<file path="src/rtl/decode_stage_if.sv">
// Handshake and decoded-payload bundle between fetch, the decode stage and register-read.
// master drives instructions in and consumes payload; slave is the decode stage itself.
interface decode_stage_if #(
    parameter int IMM_W    = 32,
    parameter int REG_BITS = 5
);
    logic                in_valid;
    logic                in_ready;
    logic [31:0]         in_inst;
    logic                out_valid;
    logic                out_ready;
    logic [6:0]          opcode;
    logic [REG_BITS-1:0] rd;
    logic [REG_BITS-1:0] rs1;
    logic [REG_BITS-1:0] rs2;
    logic [2:0]          funct3;
    logic [6:0]          funct7;
    logic [IMM_W-1:0]    imm;
    logic [2:0]          fmt;
    logic                illegal;

    modport master (
        output in_valid, in_inst, out_ready,
        input  in_ready, out_valid, opcode, rd, rs1, rs2, funct3, funct7, imm, fmt, illegal
    );

    modport slave (
        input  in_valid, in_inst, out_ready,
        output in_ready, out_valid, opcode, rd, rs1, rs2, funct3, funct7, imm, fmt, illegal
    );
endinterface

</file>
<file path="src/rtl/decode_stage.sv">
// Registered RV32 decode stage: field extraction, immediate generation, format
// classification and illegal detection, with an optional 2-entry skid buffer and flush.
module decode_stage #(
    parameter int IMM_W    = 32,
    parameter int REG_BITS = 5,
    parameter bit SKID     = 1'b1
) (
    input  logic         clk,
    input  logic         resetn,
    input  logic         flush,
    decode_stage_if.slave bus
);
    localparam logic [2:0] FMT_R   = 3'd0;
    localparam logic [2:0] FMT_I   = 3'd1;
    localparam logic [2:0] FMT_S   = 3'd2;
    localparam logic [2:0] FMT_B   = 3'd3;
    localparam logic [2:0] FMT_U   = 3'd4;
    localparam logic [2:0] FMT_J   = 3'd5;
    localparam logic [2:0] FMT_ILL = 3'd7;

    typedef struct packed {
        logic [6:0]          opcode;
        logic [REG_BITS-1:0] rd;
        logic [REG_BITS-1:0] rs1;
        logic [REG_BITS-1:0] rs2;
        logic [2:0]          funct3;
        logic [6:0]          funct7;
        logic [IMM_W-1:0]    imm;
        logic [2:0]          fmt;
        logic                illegal;
    } payload_t;

    logic [31:0]        inst;
    logic [2:0]         fmt_raw;
    logic               uses_rd;
    logic               uses_rs1;
    logic               uses_rs2;
    logic               reg_bad;
    logic               ill;
    logic signed [31:0] imm32;
    payload_t           dec;

    assign inst = bus.in_inst;

    // Every listed opcode ends in 2'b11, so a compressed-quadrant word also lands on FMT_ILL.
    always_comb begin
        fmt_raw = FMT_ILL;
        case (inst[6:0])
            7'b0110011: fmt_raw = FMT_R;
            7'b0000011, 7'b0010011, 7'b1100111,
            7'b1110011, 7'b0001111: fmt_raw = FMT_I;
            7'b0100011: fmt_raw = FMT_S;
            7'b1100011: fmt_raw = FMT_B;
            7'b0110111, 7'b0010111: fmt_raw = FMT_U;
            7'b1101111: fmt_raw = FMT_J;
            default:    fmt_raw = FMT_ILL;
        endcase
        if (inst[1:0] != 2'b11) begin
            fmt_raw = FMT_ILL;
        end
    end

    always_comb begin
        uses_rd  = (fmt_raw == FMT_R) || (fmt_raw == FMT_I) || (fmt_raw == FMT_U) || (fmt_raw == FMT_J);
        uses_rs1 = (fmt_raw == FMT_R) || (fmt_raw == FMT_I) || (fmt_raw == FMT_S) || (fmt_raw == FMT_B);
        uses_rs2 = (fmt_raw == FMT_R) || (fmt_raw == FMT_S) || (fmt_raw == FMT_B);
        // RV32E only has x0..x15: bit 4 of any register field the format reads is an error.
        reg_bad  = (REG_BITS == 4) &&
                   ((uses_rd && inst[11]) || (uses_rs1 && inst[19]) || (uses_rs2 && inst[24]));
        ill      = (fmt_raw == FMT_ILL) || reg_bad;
    end

    always_comb begin
        imm32 = '0;
        case (fmt_raw)
            FMT_I:   imm32 = {{20{inst[31]}}, inst[31:20]};
            FMT_S:   imm32 = {{20{inst[31]}}, inst[31:25], inst[11:7]};
            FMT_B:   imm32 = {{19{inst[31]}}, inst[31], inst[7], inst[30:25], inst[11:8], 1'b0};
            FMT_U:   imm32 = {inst[31:12], 12'b0};
            FMT_J:   imm32 = {{11{inst[31]}}, inst[31], inst[19:12], inst[20], inst[30:21], 1'b0};
            default: imm32 = '0;
        endcase
    end

    always_comb begin
        dec         = '0;
        dec.opcode  = inst[6:0];
        dec.rd      = inst[7 +: REG_BITS];
        dec.rs1     = inst[15 +: REG_BITS];
        dec.rs2     = inst[20 +: REG_BITS];
        dec.funct3  = inst[14:12];
        dec.funct7  = inst[31:25];
        // Size cast of a signed value sign-extends to the full immediate width.
        dec.imm     = ill ? '0 : IMM_W'(imm32);
        dec.fmt     = ill ? FMT_ILL : fmt_raw;
        dec.illegal = ill;
    end

    payload_t out_reg;
    payload_t out_next;
    payload_t skid_reg;
    payload_t skid_next;
    logic     out_valid_reg;
    logic     out_valid_next;
    logic     skid_valid_reg;
    logic     skid_valid_next;
    logic     in_ready;
    logic     in_xfer;
    logic     out_free;

    assign in_xfer  = bus.in_valid && in_ready;
    assign out_free = !out_valid_reg || bus.out_ready;

    // The skid entry only fills while the output register is stalled; it always drains first.
    always_comb begin
        out_next        = out_reg;
        out_valid_next  = out_valid_reg;
        skid_next       = skid_reg;
        skid_valid_next = skid_valid_reg;
        if (flush) begin
            out_valid_next  = 1'b0;
            skid_valid_next = 1'b0;
        end else if (out_free) begin
            if (skid_valid_reg) begin
                out_next        = skid_reg;
                out_valid_next  = 1'b1;
                skid_valid_next = 1'b0;
            end else begin
                out_valid_next = in_xfer;
                if (in_xfer) begin
                    out_next = dec;
                end
            end
        end else if (in_xfer) begin
            skid_next       = dec;
            skid_valid_next = 1'b1;
        end
    end

    always_ff @(posedge clk or negedge resetn) begin
        if (!resetn) begin
            out_reg        <= '0;
            out_valid_reg  <= 1'b0;
            skid_reg       <= '0;
            skid_valid_reg <= 1'b0;
        end else begin
            out_reg        <= out_next;
            out_valid_reg  <= out_valid_next;
            skid_reg       <= skid_next;
            skid_valid_reg <= skid_valid_next;
        end
    end

    generate
        if (SKID) begin : g_skid
            logic in_ready_reg;

            always_ff @(posedge clk or negedge resetn) begin
                if (!resetn) begin
                    in_ready_reg <= 1'b1;
                end else begin
                    in_ready_reg <= !skid_valid_next;
                end
            end

            assign in_ready = in_ready_reg;
        end else begin : g_noskid
            // Without a skid entry the stage can only accept when its register frees up.
            assign in_ready = out_free;
        end
    endgenerate

    assign bus.in_ready  = in_ready;
    assign bus.out_valid = out_valid_reg;
    assign bus.opcode    = out_reg.opcode;
    assign bus.rd        = out_reg.rd;
    assign bus.rs1       = out_reg.rs1;
    assign bus.rs2       = out_reg.rs2;
    assign bus.funct3    = out_reg.funct3;
    assign bus.funct7    = out_reg.funct7;
    assign bus.imm       = out_reg.imm;
    assign bus.fmt       = out_reg.fmt;
    assign bus.illegal   = out_reg.illegal;
endmodule
</file>
<file path="src/flat_wrapper.sv">
// flat-port wrapper written by rule: the top's interface ports become plain ports
module decode_stage_flat 
#(
    parameter int IMM_W    = 32,
    parameter int REG_BITS = 5,
    parameter bit SKID     = 1'b1
)
  (clk, resetn, flush, bus_in_valid, bus_in_inst, bus_out_ready, bus_in_ready, bus_out_valid, bus_opcode, bus_rd, bus_rs1, bus_rs2, bus_funct3, bus_funct7, bus_imm, bus_fmt, bus_illegal);
  decode_stage_if #(.IMM_W(IMM_W), .REG_BITS(REG_BITS)) bus_i ();
  input  logic clk;
  input  logic resetn;
  input  logic flush;
  input wire logic [$bits(bus_i.in_valid)-1:0] bus_in_valid;
  input wire logic [$bits(bus_i.in_inst)-1:0] bus_in_inst;
  input wire logic [$bits(bus_i.out_ready)-1:0] bus_out_ready;
  output wire logic [$bits(bus_i.in_ready)-1:0] bus_in_ready;
  output wire logic [$bits(bus_i.out_valid)-1:0] bus_out_valid;
  output wire logic [$bits(bus_i.opcode)-1:0] bus_opcode;
  output wire logic [$bits(bus_i.rd)-1:0] bus_rd;
  output wire logic [$bits(bus_i.rs1)-1:0] bus_rs1;
  output wire logic [$bits(bus_i.rs2)-1:0] bus_rs2;
  output wire logic [$bits(bus_i.funct3)-1:0] bus_funct3;
  output wire logic [$bits(bus_i.funct7)-1:0] bus_funct7;
  output wire logic [$bits(bus_i.imm)-1:0] bus_imm;
  output wire logic [$bits(bus_i.fmt)-1:0] bus_fmt;
  output wire logic [$bits(bus_i.illegal)-1:0] bus_illegal;
  assign bus_i.in_valid = bus_in_valid;
  assign bus_i.in_inst = bus_in_inst;
  assign bus_i.out_ready = bus_out_ready;
  assign bus_in_ready = bus_i.in_ready;
  assign bus_out_valid = bus_i.out_valid;
  assign bus_opcode = bus_i.opcode;
  assign bus_rd = bus_i.rd;
  assign bus_rs1 = bus_i.rs1;
  assign bus_rs2 = bus_i.rs2;
  assign bus_funct3 = bus_i.funct3;
  assign bus_funct7 = bus_i.funct7;
  assign bus_imm = bus_i.imm;
  assign bus_fmt = bus_i.fmt;
  assign bus_illegal = bus_i.illegal;
  decode_stage #(.IMM_W(IMM_W), .REG_BITS(REG_BITS), .SKID(SKID)) u_core (.clk(clk), .resetn(resetn), .flush(flush), .bus(bus_i));
endmodule
</file>
<file path="config.mk">
export PLATFORM = sky130hd
export DESIGN_NAME = decode_stage_flat
export DESIGN_NICKNAME = d
export VERILOG_FILES = /design/src/rtl/decode_stage_if.sv /design/src/rtl/decode_stage.sv /design/src/flat_wrapper.sv
export SDC_FILE = /design/constraint.sdc
export NUM_CORES = 1
export LEC_CHECK = 0
export BUFFER_PORTS_ARGS = -buffer_cell sky130_fd_sc_hd__buf_4
export CAP_MARGIN = 20
export CORE_ASPECT_RATIO = 1.25
export CORE_UTILIZATION = 25
export CTS_BUF_LIST = sky130_fd_sc_hd__clkbuf_8
export CTS_CLUSTER_SIZE = 28
export DETAILED_ROUTE_END_ITERATION = 12
export HOLD_SLACK_MARGIN = 0.15
export MAX_ROUTING_LAYER = met4
export PLACE_DENSITY_LB_ADDON = 0.05
export SLEW_MARGIN = 20
export SYNTH_ARGS = -nofsm -noshare
export SYNTH_HDL_FRONTEND = slang
export SYNTH_SLANG_ARGS = --single-unit
export TNS_END_PERCENT = 100
</file>
<file path="constraint.sdc">
create_clock -name clk -period 2.5 [get_ports clk]
set_input_delay 0.125 -clock clk [delete_from_list [all_inputs] [get_ports clk]]
set_output_delay 0.125 -clock clk [all_outputs]
set_load 0.05 [all_outputs]
</file>
-- Yosys cells after proc, flatten, opt, wreduce, memory -nomap -nowiden
Cells that the tools add are included.
- flip-flop bits (word level): 139
- input port bits: 37
- output and inout bits: 70
- logic and storage cells: 64
- equal/unequal tests: 18
- mux-type cells: 13
- bitwise gates (word level): 2
- reduce and logical (&&, ||, !) cells: 10
- operators with widths (kind ; count):
    32-bit case mux with 5 select lines ; 1
    68-bit 2-to-1 mux ; 2
    32-bit 2-to-1 mux ; 1
    7-bit == test (second input constant) ; 4
    7-bit by 6-bit == test with 1-bit output (second input constant) ; 3
    3-bit case mux with 6 select lines ; 1
    7-bit by 5-bit == test with 1-bit output (second input constant) ; 2
    3-bit == test (second input constant) ; 3
    7-bit by 2-bit == test with 1-bit output (second input constant) ; 1
    7-bit by 4-bit == test with 1-bit output (second input constant) ; 1
    3-bit by 2-bit == test with 1-bit output (second input constant) ; 2
    1-bit 2-to-1 mux ; 6
    3-bit 2-to-1 mux ; 2
    3-bit AND reduction ; 2
    5-bit OR reduction ; 1
    2-bit nonzero test ; 2
    3-bit by 1-bit == test with 1-bit output (second input constant) ; 1
    1-bit logical NOT ; 2
    2-bit inequality test (second input constant) ; 1
    1-bit NOT ; 2
    2-bit OR reduction ; 1
    1-bit logical AND ; 1
    1-bit logical OR ; 1

-- Depth between registers and ports, before layout
Gate-level depths: netlist of the first run.
- depth after elaboration: 9
- gate-level depth with buffers: 7
- depth with buffers taken out: 5

-- Worst setup path before layout of the first run
OpenSTA, ideal clock, no wires.
- path type: reg2reg
- from: register u_core.out_valid_reg (netlist: u_core.bus.out_valid)
- to: register u_core.skid_reg[5] in the netlist's numbering
- library setup time: 126 ps
- data arrival time: 1817 ps
- data required time: 2374 ps
- slack: 557 ps
- cell stages (with the launch flop): 7
- buffers on the path: 2
- clock period less this slack: 1943 ps
- cell sequence: dfrtp_1 nand2b_1 or3_1 clkbuf_1 clkbuf_1 a221oi_1 nor2_1
- word-level cells in the longest chain between the ends: 4
- RTL lines (element ; line ; RTL):
    start: declaration ; decode_stage.sv:103 ; logic out_valid_reg;
    start signal: assignment ; decode_stage.sv:148 ; out_valid_reg <= out_valid_next;
    1-bit logical NOT ; decode_stage.sv:112 ; assign out_free = !out_valid_reg || bus.out_ready;
    1-bit logical OR ; decode_stage.sv:112 ;
    1-bit NOT (no source line) ; n/a ;
    3-bit AND reduction (no source line) ; n/a ;
    end signal: assignment ; decode_stage.sv:149 ; skid_reg <= skid_next;
    end: declaration ; decode_stage.sv:101 ; payload_t skid_reg;
No other way between the ends.
A chain may end at the register's enable or synchronous reset.

-- Final worst setup path of the first run
- from: register u_core.g_skid.in_ready_reg (netlist: u_core.bus.in_ready)
- to: register u_core.skid_reg[21] in the netlist's numbering
- word-level cells in the longest chain between the ends: 2
- RTL lines (element ; line ; RTL):
    start: declaration ; decode_stage.sv:156 ; logic in_ready_reg;
    start signal: assignment ; decode_stage.sv:162 ; in_ready_reg <= !skid_valid_next;
    1-bit logical AND ; decode_stage.sv:111 ; assign in_xfer = bus.in_valid && in_ready;
    3-bit AND reduction (no source line) ; n/a ;
No other way between the ends.

==> results of run 1 <==
## critical path, cell delays in order, from the launching register on
cell and delay [ps]:
dfstp_2 570, nand2_1 100, or3_2 630, a21oi_2 440
a21oi_1 150
## per-layer routing
| layer | global-route usage, % | wire length [um] | up-vias |
|---|---|---|---|
| met1 | 20.9 | 8880 | 2617 |
| met3 | 2.92 | 656 | 14 |
| met2 | 26.0 | 9300 | 107 |
| met5 | - | 0 | - |
| met4 | 4.21 | 164 | 0 |
| li1 | - | - | 2551 |
## path summary, 6_finish.rpt
kind,end,depth (start not counted),from,slack (ps)
setup / recovery,u_core.skid_reg[21]$_DFFE_PN0P_,4,u_core.bus.in_ready$_DFF_PN1_,460
hold / removal,u_core.bus.rs1[2]$_DFFE_PN0P_,2,resetn,260
setup reg to reg,u_core.skid_reg[21]$_DFFE_PN0P_,4,u_core.bus.in_ready$_DFF_PN1_,460
hold reg to reg,u_core.skid_reg[59]$_DFFE_PN0P_,2,u_core.skid_reg[59]$_DFFE_PN0P_,480
max in group asynchronous,u_core.bus.imm[22]$_DFFE_PN0P_,3,resetn,1470
min in group clk,u_core.bus.in_ready$_DFF_PN1_,3,bus_out_ready,260
## logic make-up (layout without fill, tap and decap cells)
family	Yosys count	after routing	synth area share [%]
compound gates	164	164	16.7
flops	139	139	55.3
buf+inv	60	203	4.17
xor+xnor	1	1	0.139
mux	37	37	5.92
simple gates	263	263	17.8
## cell type report
| class | instances | area [um2] | share of cell area (%) |
|---|---|---|---|
| Clock buffer | 20 | 275 | 3.34 |
| Clock inverter | 12 | 138 | 1.67 |
| Inverter | 12 | 45.0 | 0.546 |
| Multi-Input combinational cell | 465 | 2580 | 31.3 |
| Sequential cell | 139 | 3480 | 42.2 |
| Tap cell | 330 | 413 | 5.01 |
| Timing Repair Buffer | 159 | 1310 | 15.9 |
## where the power goes
group          total, mW  switching [mW]  internal (mW)
clock               1.95           0.965          0.980
sequential          2.85           0.218           2.63
combinational       1.68            1.14          0.540
## synthesized netlist by cell type, types with 3 or more instances
| master | number |
|---|---|
| nand2_1 | 186 |
| dfrtp_1 | 138 |
| o21ai_0 | 63 |
| mux2i_1 | 35 |
| nor2_1 | 33 |
| clkbuf_1 | 31 |
| a21oi_1 | 21 |
| a31oi_1 | 14 |
| or3_1 | 14 |
| buf_2 | 12 |
| inv_1 | 12 |
| o211ai_1 | 12 |
| nor3_1 | 10 |
| a211oi_1 | 9 |
| o21ai_1 | 8 |
| a221oi_1 | 6 |
| o22ai_1 | 6 |
| and3_1 | 4 |
| a211oi_2 | 3 |
| a21oi_2 | 3 |
| nand3_1 | 3 |
## metrics by stage
step | util (%) | setup slack, ps | instance area (um2) | hold slack, ps | cells
after floorplan | - | 557 | 6290 | -171 | 664
after global placement | 30.4 | 535 | 7470 | 210 | 1069
after detailed placement | 30.4 | 488 | 7470 | 207 | 1069
after CTS | 33.5 | 471 | 8240 | 225 | 1137
after global routing | 33.5 | 373 | 8240 | 261 | 1137
final | 33.5 | 461 | 8240 | 255 | 1137
==> reports/metrics.cfg, run 1 <==
[cts]
clk_pin_slew_ps=90
cts_tree=built
cts_hold_buf=36
cts_setup_buffers=0
cts-root-buf=clkbuf_8
cts.path.max_buffers=2
clkLatencyLatePin_ps=440
cts_inserted_buffers=17
ctsResizeCount=0
clkSinkCount=139
htree_num_levels=4

[critical_path]
start_kind=flop
crit_type=reg -> reg
endpoint_kind=flop
crit_fanout=17
crit_arrival_ps=2340
cp_data_required_time_ps=2800

[placed_design]
routabilityCongestion=0.806
hpwl_mm=12.9
portBuffers=106

[floorplan]
start_util_pct=25.6
io_pins=107
die_y_um=179
rows=64
core_mm2=0.0246
dieWidth_um=144
die_area_mm2=0.0258

[timing]
hold_viol=0
rsz0062_at_grt=no
relSlewSlack_pct=52.2
setup_viol=0
period_needed_ps=2040
finClkSkew_ps=13.3
worst_pin_slew_ps=714
finalCritPeriodShare_pct=81.6
maxSlewViolCount=0
fin_setup_tns_ps=0
clock.fmax_ghz=0.490

[layout]
antenna_cells=0
layout_commonest_cell=nand2_1
largest_register_ffs=68
mostFrequentLayoutCells=nand2_1 (186), dfrtp_1 (137), buf_4 (120)
syn_to_final_growth_pct=31.0
nets=831
fillers=2549
layout-drive-gt1-share_pct=22.1

[pwr]
p_total_mw=6.47
p_leak_nw=3.67
ir_drop_mv=0.318
p_per_area_mw_per_mm2=785

[synthesis]
yosys-top-cells-area=dfrtp_1 (55%), nand2_1 (11%), mux2i_1 (5.6%)
syn-num-nets=701
netlist.area_leader.share_pct=54.9
syn_inst=664
ys_ff_latch=139
async_flop_share_pct=100
yosys.area.top_type=dfrtp_1
synth_edf_count=0
yosysWarnings=0
syn_area_mm2=0.00629
avgSynthCellArea_um2=9.48
ys.flop_type=dfrtp_1
ys_seq_area_share_pct=55.3
synth_cell_types=52

[global_route]
grt_max_degree=70
grt_use_total_pct=16.2
grt_antenna_before_repair=0
grt_pass1_wl_mm=30.7
first_global_vias=5405
grt-ovfl-total=0

[route]
antenna_violating_nets_post_route=0
wire_per_inst_um=16.7
viasPerCell=4.65
drtIter0Drc=296
wirelength_mm=19.0
vias=5289
drc=0
dr.pass1.iters=5

[flow_run]
maxCapViolCount=0

[worst_hold_path]
hp-class=in -> async

[status]
outcome=finished, final reports clean

Power figures use the tool's default switching activity.
==> run 2, diff against run 1 <==
Settings changed: ABC_AREA set to 1.
Clock period 2.5 ns to 1.69 ns, I/O delays scaled along.
==> reports/metrics.cfg, run 2 <==
[cts]
clkLatencyLatePin_ps=460  ; +20 ps
cts_inserted_buffers=17  ; unchanged
cts-root-buf=clkbuf_8
htree_num_levels=4  ; unchanged
cts.path.max_buffers=2  ; unchanged
cts_tree=built
clk_pin_slew_ps=90  ; about the same
clkSinkCount=139  ; unchanged

[critical_path]
cp_cell_sequence=dlygate4sd3_1, buf_4, inv_2, buf_4, nand2_1, nor2_4, nand3_1, nand2_4, buf_4, nor2_2, nand3_1, nand2_1, nand2_1
endpoint_kind=flop
start_kind=input port
path_delay_family=buffers and inverters
cpPeakStageDelay_ps=540  ; -90 ps
crit_fanout=10  ; -7
crit_type=in -> reg
crit_arrival_ps=1980  ; -360 ps
path_buf_inv=5  ; +5
cp_data_required_time_ps=2100  ; -700 ps
critPathSlowestCell=dlygate4sd3_1

[layout]
antenna_cells=0  ; unchanged
layout-drive-gt1-share_pct=20.2  ; -1.9 points
syn_to_final_growth_pct=33.7
nets=1098  ; +32%
mostFrequentLayoutCells=nand2_1 (342), dfrtp_1 (137), buf_4 (132)
largest_register_ffs=68  ; unchanged
layout_commonest_cell=nand2_1
fin_cells=1419  ; +25%

[synthesis]
syn_area_mm2=0.00680  ; +8.1%
synth_compound_area_share_pct=10.7  ; -6.0 points
synthMuxAreaShare_pct=0  ; -5.9 points
yosys-top-cells-area=dfrtp_1 (51%), nand2_1 (19%), o21ai_0 (9.0%)
syn-num-nets=950  ; +36%
synth_edf_count=0  ; unchanged
synth-xor-area-share_pct=0  ; -0.14 points
syn_inst=913  ; +38%
synth.most_common_cell=nand2_1
synth_top_family_by_area=simple AND/OR/NAND/NOR gates
netlist.area_leader.share_pct=50.8  ; -4.1 points
synth_cell_types=23  ; -56%
yosys.area_share.simple_pct=31.5  ; +14 points
ys.flop_type=dfrtp_1
synthAdderAreaFrac_pct=0  ; unchanged
async_flop_share_pct=100  ; unchanged
ys_seq_area_share_pct=51.2  ; -4.1 points
yosysWarnings=0  ; unchanged
ys_ff_latch=139  ; unchanged
yosys.area.top_type=dfrtp_1
synth_top_cells_by_count=nand2_1 (343), dfrtp_1 (138), o21ai_0 (122)
avgSynthCellArea_um2=7.45  ; -21%

[timing]
worst_pin_slew_ps=596  ; -119 ps
hold_viol=0  ; unchanged
finalCritPeriodShare_pct=93.2
period_needed_ps=1580
clock.fmax_ghz=0.635
relSlewSlack_pct=60.1  ; +8.0 points
rsz0062_at_grt=no
setup_viol=0  ; unchanged
finClkSkew_ps=9.72  ; -3.54 ps
holdWs_ps=198  ; -57.1 ps
maxSlewViolCount=0  ; unchanged

[flow_run]
maxCapViolCount=0  ; unchanged

[floorplan]
start_util_pct=25.4  ; -0.17 points
dieWidth_um=150  ; +3.9%
io_pins=107  ; unchanged
die_area_mm2=0.0279  ; +7.9%
core_mm2=0.0267  ; +8.8%
die_y_um=186  ; +3.9%
rows=67  ; +4.7%

[placed_design]
hpwl_mm=15.4  ; +19%
dp_cells=1349  ; +26%
routabilityCongestion=0.757  ; -6.1%
portBuffers=106  ; unchanged

[global_route]
grt-ovfl-total=0  ; unchanged
grt_pass1_wl_mm=34.9  ; +14%
first_global_vias=5946  ; +10%
grt_antenna_before_repair=0  ; unchanged
grt_max_degree=66  ; -5.7%
grt_use_total_pct=17.1  ; +0.97 points

[route]
wire_per_inst_um=15.5  ; -7.1%
drtIter0Drc=379  ; +28%
viasPerCell=4.36  ; -6.3%
vias=6184  ; +17%
dr.pass1.iters=4  ; -1
antenna_violating_nets_post_route=0  ; unchanged
drc=0  ; unchanged
wirelength_mm=22.0  ; +16%

[pwr]
p_leak_nw=5.07  ; +38%
p_per_area_mw_per_mm2=1050  ; +34%
ir_drop_mv=0.415  ; +31%
p_total_mw=9.57  ; +48%

[worst_hold_path]
hp-class=in -> reg

[status]
outcome=finished, final reports clean

run 2: cell types whose count changed after synthesis, moves of 12 or more:
cell | before | now
inv_1 | 12 | 41
o211ai_1 | 12 | 0
mux2i_1 | 35 | 0
or3_1 | 14 | 0
a21oi_1 | 21 | 9
nand3_1 | 3 | 52
o21ai_0 | 63 | 122
nor2_1 | 33 | 112
nand2_1 | 186 | 343
run 2: layout make-up:
type / count / area, um2
Clock buffer: 18 / 248
Clock inverter: 14 / 195
Fill cell: 2859 / 17600
Inverter: 47 / 180
Multi-Input combinational cell: 672 / 2920
Sequential cell: 139 / 3480
Tap cell: 345 / 432
Timing Repair Buffer: 184 / 1640
run 2: worst min-delay path: stages:
cell     delay, ps
buf_4          120
nand2_2         70
buf_4          120
a21oi_1         50
a31oi_1        160
run 2: logic make-up (layout without fill, tap and decap cells):
| logic type | after synthesis | after routing |
|---|---|---|
| buffers and inverters | 102 | 263 |
| AOI/OAI and AO/OA | 142 | 142 |
| DFF | 139 | 139 |
| and+or+nand+nor | 530 | 530 |
run 2: where the power goes:
| part | total (mW) | internal [mW] | switching, mW | leakage, nW |
|---|---|---|---|---|
| clock network | 3.11 | 1.65 | 1.46 | 0.217 |
| logic | 2.31 | 0.760 | 1.55 | 3.06 |
| registers | 4.15 | 3.86 | 0.286 | 1.79 |
run 2: layer usage:
metal	global-route usage, %	vias up	part of all wire [%]
met4	5.57	0	1.8
met2	25.4	107	46
li1	-	3177	-
met5	-	-	0
met1	23.5	2886	49
met3	2.84	14	3.0
run 2: final timing paths:
check	slack, ps	from	cells past startpoint	endpoint
max in group asynchronous	410	resetn	4	u_core.bus.in_ready$_DFF_PN1_
min in group asynchronous	660	resetn	3	u_core.bus.funct7[0]$_DFFE_PN0P_
worst min register to register	480	u_core.skid_reg[39]$_DFFE_PN0P_	2	u_core.skid_reg[39]$_DFFE_PN0P_
worst max register to register	150	u_core.bus.in_ready$_DFF_PN1_	7	u_core.bus.imm[14]$_DFFE_PN0P_
worst min-delay path	200	bus_in_inst[1]	5	u_core.skid_reg[1]$_DFFE_PN0P_
worst max-delay path	110	bus_in_inst[4]	13	u_core.bus.imm[14]$_DFFE_PN0P_
run 2: metrics by stage:
stage	TNS, ps	utilization, %	setup WS, ps	area (um2)
floorplan	0	-	72.2	6800
global placement	-278	30.8	-78.7	8240
detailed placement	-336	30.8	-99.7	8240
CTS	0	33.9	15.4	9060
global route	0	34.0	6.35	9090
finish	0	34.0	115	9090
run 2: timing repair:
item,CTS,global route
endpoints found under the setup margin,0,54
hold buffers,38,0
buffers inserted,0,0
hold endpoints to repair,248,0
gates resized for setup,0,10
